File: config.mk
export PLATFORM = sky130hd
export DESIGN_NAME = serial_word_packer
export DESIGN_NICKNAME = d
export VERILOG_FILES = /design/src/rtl/serial_word_packer.sv
export SDC_FILE = /design/constraint.sdc
export NUM_CORES = 1
export LEC_CHECK = 0
export BUFFER_PORTS_ARGS = -buffer_cell sky130_fd_sc_hd__buf_2
export CORE_MARGIN = 2
export CORE_UTILIZATION = 45
export DETAILED_ROUTE_END_ITERATION = 7
export HOLD_SLACK_MARGIN = 0.02
export PLACE_DENSITY_LB_ADDON = 0.05
export REMOVE_ABC_BUFFERS = 1
export SKIP_CTS_REPAIR_TIMING = 1
export SLEW_MARGIN = 20
export SYNTH_ARGS = -nofsm -noshare
export SYNTH_HDL_FRONTEND = slang
export SYNTH_SLANG_ARGS = --single-unit
File: constraint.sdc
create_clock -name clk -period 3.8 [get_ports clk]
set_clock_uncertainty 0.15 [all_clocks]
set_input_delay 0.38 -clock clk [delete_from_list [all_inputs] [get_ports clk]]
set_output_delay 0.38 -clock clk [all_outputs]
set_load 0.005 [all_outputs]
File: src/rtl/serial_word_packer.sv
// Serial-to-parallel packer: 32 data bits (MSB first) plus one function bit, presented under valid/ready.
// Optional odd-parity trailer bit is enabled by defining PACKER_PARITY_EN.
module serial_word_packer (
    input  logic        clk,
    input  logic        reset,
    input  logic        bit_in,
    input  logic        bit_valid,
    output logic        bit_ready,
    output logic [31:0] date,
    output logic        fun,
    output logic        out_valid,
    input  logic        out_ready,
    output logic [5:0]  count,
    output logic        frame_err
);

    typedef enum logic [2:0] {
        IDLE = 3'd0,
        DATA = 3'd1,
        FUNC = 3'd2,
        PAR  = 3'd3,
        HOLD = 3'd4
    } state_t;

    state_t      state_r;
    logic [31:0] date_r;
    logic        fun_r;
    logic [5:0]  count_r;
    logic        out_valid_r;
    logic        bit_ready_r;
    logic        frame_err_r;

`ifdef PACKER_PARITY_EN
    // Odd parity holds when the total number of ones across word, function bit and parity bit is odd.
    function automatic logic odd_parity_ok(input logic [31:0] d, input logic f, input logic p);
        return ^{d, f, p};
    endfunction
`endif

    // Frame assembly FSM with registered handshake outputs.
    always_ff @(posedge clk) begin
        if (reset) begin
            state_r     <= IDLE;
            date_r      <= 32'd0;
            fun_r       <= 1'b0;
            count_r     <= 6'd0;
            out_valid_r <= 1'b0;
            bit_ready_r <= 1'b1;
            frame_err_r <= 1'b0;
        end else begin
            frame_err_r <= 1'b0;
            case (state_r)
                IDLE: begin
                    if (bit_valid) begin
                        date_r  <= {date_r[30:0], bit_in};
                        count_r <= 6'd1;
                        state_r <= DATA;
                    end
                end
                DATA: begin
                    if (bit_valid) begin
                        date_r  <= {date_r[30:0], bit_in};
                        count_r <= count_r + 6'd1;
                        if (count_r == 6'd31) begin
                            state_r <= FUNC;
                        end
                    end
                end
                FUNC: begin
                    if (bit_valid) begin
                        fun_r   <= bit_in;
                        count_r <= 6'd33;
`ifdef PACKER_PARITY_EN
                        state_r <= PAR;
`else
                        state_r     <= HOLD;
                        out_valid_r <= 1'b1;
                        bit_ready_r <= 1'b0;
`endif
                    end
                end
`ifdef PACKER_PARITY_EN
                PAR: begin
                    if (bit_valid) begin
                        if (odd_parity_ok(date_r, fun_r, bit_in)) begin
                            count_r     <= 6'd34;
                            state_r     <= HOLD;
                            out_valid_r <= 1'b1;
                            bit_ready_r <= 1'b0;
                        end else begin
                            // A bad frame is dropped silently apart from the error pulse.
                            count_r     <= 6'd0;
                            state_r     <= IDLE;
                            frame_err_r <= 1'b1;
                        end
                    end
                end
`endif
                HOLD: begin
                    if (out_ready) begin
                        count_r     <= 6'd0;
                        state_r     <= IDLE;
                        out_valid_r <= 1'b0;
                        bit_ready_r <= 1'b1;
                    end
                end
                default: begin
                    state_r     <= IDLE;
                    count_r     <= 6'd0;
                    out_valid_r <= 1'b0;
                    bit_ready_r <= 1'b1;
                end
            endcase
        end
    end

    assign bit_ready = bit_ready_r;
    assign date      = date_r;
    assign fun       = fun_r;
    assign out_valid = out_valid_r;
    assign count     = count_r;
`ifdef PACKER_PARITY_EN
    assign frame_err = frame_err_r;
`else
    assign frame_err = 1'b0;
`endif

endmodule
==> metrics <==
yosys warns=0; FF+latch count, synth=44; clk buf depth=2; met2 wire len=between 1.5 and 2 mm; Synth Cell Area=between 1500 and 2000 um2; TNS Setup=0 ns; top cell type's share of synthesized area=50.2%; VDD IR max=0.176 mV; EDFF count, synth=0; met3 WL=around 250 um; fin crit share=54.7%; Routed Antenna Nets=0; synthesis-to-layout area growth=16.5%; final worst path period need=around 2.1 ns; antenna violations before repair=0; Avg WL per Cell=between 10 and 15 um; vias per cell=approximately 5.1; worst-skew pair later-pin latency=0.29 ns; # rows=22; initial core utilization=between 40% and 50%; H-tree depth=2; first-pass GRT wire length=around 5.9 mm; critical path type=flop to flop; DRC=0; final hold vios=0; Net count, final=around 270; final cell utilization of the core=between 50% and 60%; Post-Syn Instances=approximately 220; FF/Latch Area=a little under 900 um2; Main synth FF type=dfxtp_1; largest net degree at the start of global routing=46; CP Cell Sequence=nor2_1 -> nand2_1 -> nand2_1 -> a21oi_1; Critical Path Max Stage Delay=about 0.8 ns; CP startpoint kind=flop; fillers=380; CP startpoint=state_r[2]; Power Density=~400 nW/um2; Max Slew Vio Count=0; WHS=0.193 ns; Via Count=~1,600; Sink Count=44; critical path peak fanout=32; syn avg cell area=around 7.9 um2; gr usage total=17.3%; Die H=66.5 um; reg2reg start=state_r[2]; Die ar.=approximately 4400 um2; Synth async-reset ratio=0%; Max Freq=roughly 480 MHz; outcome=complete, no violations; Req. time, crit path=~3.9 ns; final wirelength=~3.5 mm; met1 WL=1.68 mm; CTS buffer count=5; RSZ-0062 raised after global routing=false; worst slew pin tran=between 1 and 1.5 ns; gpl congestion=0.751; max_cap viols=0; Reg clk slew, reported paths=0.08 ns; Critical-path top delay cell=nand2_1; Hold Crit Class=primary input to flop; total grt overflow=0; Distinct cells, synth=33; Root Buffer=clkbuf_8; detailed placement HPWL=~2.3 mm; antenna cells=0; crit path DAT=roughly 2.1 ns; Seq/Total Area, Yosys=about half; Port Buffers=45; vias in the first global route=around 1,400; P_leak=0.849 nW; worst rel slew slack=about 30%; crit-path most repeated cell=nand2_1; most common cell after layout, fill and taps aside=nand2_1; share of cells above drive strength 1=22.4%; multi-input logic area=just under 800 um2; dominant cell type by area after synthesis=dfxtp_1; First DRT Iteration DRCs=about 120; CP endpoint kind=flop; most frequent cells in the layout=nand2_1 (69), buf_2 (45), dfxtp_1 (44); Die W=~66 um; top cells by area, synth=dfxtp_1 (50%), nand2_1 (15%), a21oi_1 (11%); max layer used=met4; Finish-stage setup viols=0; router iterations before antenna repair=4; Top-Level Pins=between 40 and 50; min-delay src=bit_in; CORE AREA=~3700 um2; CTS tree=done
==> cell usage after synthesis, drive strengths merged (2+ instances only) <==
cell	instances
inv	3
o32ai	2
nor2	12
a21oi	41
nand3	4
a211oi	2
clkbuf	5
buf	11
mux2i	2
nand2	69
or3	2
dfxtp	44
and2	4
nor3	5
o21a	3
o21ai	2
nor3b	2
==> where the power goes <==
group	internal (mW)	leakage, nW	switching [mW]
clock network	0.124	0.0400	0.149
registers	0.466	0.355	0.00925
logic	0.0183	0.453	0.0397
==> cell families after synthesis <==
group	share of synthesized area, %
AO/OA/AOI/OAI	18.3
adder cells (fa/ha/maj)	0.713
flip-flops	50.2
multiplexers	1.14
AND/OR/NAND/NOR	24.3
buffers and inverters	5.13
other	0.214
==> final timing paths <==
kind / end / depth (start not counted) / slack [ns]
hold / removal: date[0] / 3 / 0.19
setup reg to reg: date[5] / 4 / 1.72
hold reg to reg: date[31] / 2 / 0.31
setup / recovery: date[5] / 4 / 1.72
==> sequential cells by signal, indices dropped and copies added (netlist names) <==
register,count
bit_ready,1
count,6
date,32
fun,1
out_valid,1
state_r,3
==> per-layer routing <==
metal	vias up	global-route usage, %
li1	804	-
met1	694	22.7
met2	48	26.9
met3	5	4.73
met4	0	6.89
met5	-	0
==> through the flow <==
step	instances	instance area (um2)	power [mW]	setup slack, ns
final	307	2040	0.807	1.72
after CTS	307	2040	0.819	1.63
after global routing	307	2040	0.850	1.45
after global placement	300	1960	0.545	1.72
after floorplan	207	1680	0.520	2.10
after detailed placement	300	1960	0.545	1.67
==> critical path, delay by kind of cell, from the launching register on <==
| family | cells | cell delay, ns |
|---|---|---|
| simple gates | 3 | 1.09 |
| flops | 1 | 0.61 |
| compound gates | 1 | 0.16 |
==> final cells by class <==
type | count | share of cell area [%]
Timing Repair Buffer | 45 | 11.0
Clock buffer | 5 | 3.37
Multi-Input combinational cell | 160 | 38.4
Tap cell | 48 | 2.94
Clock inverter | 2 | 0.612
Sequential cell | 44 | 43.1
Inverter | 3 | 0.551
(Power assumes the default switching activity.)
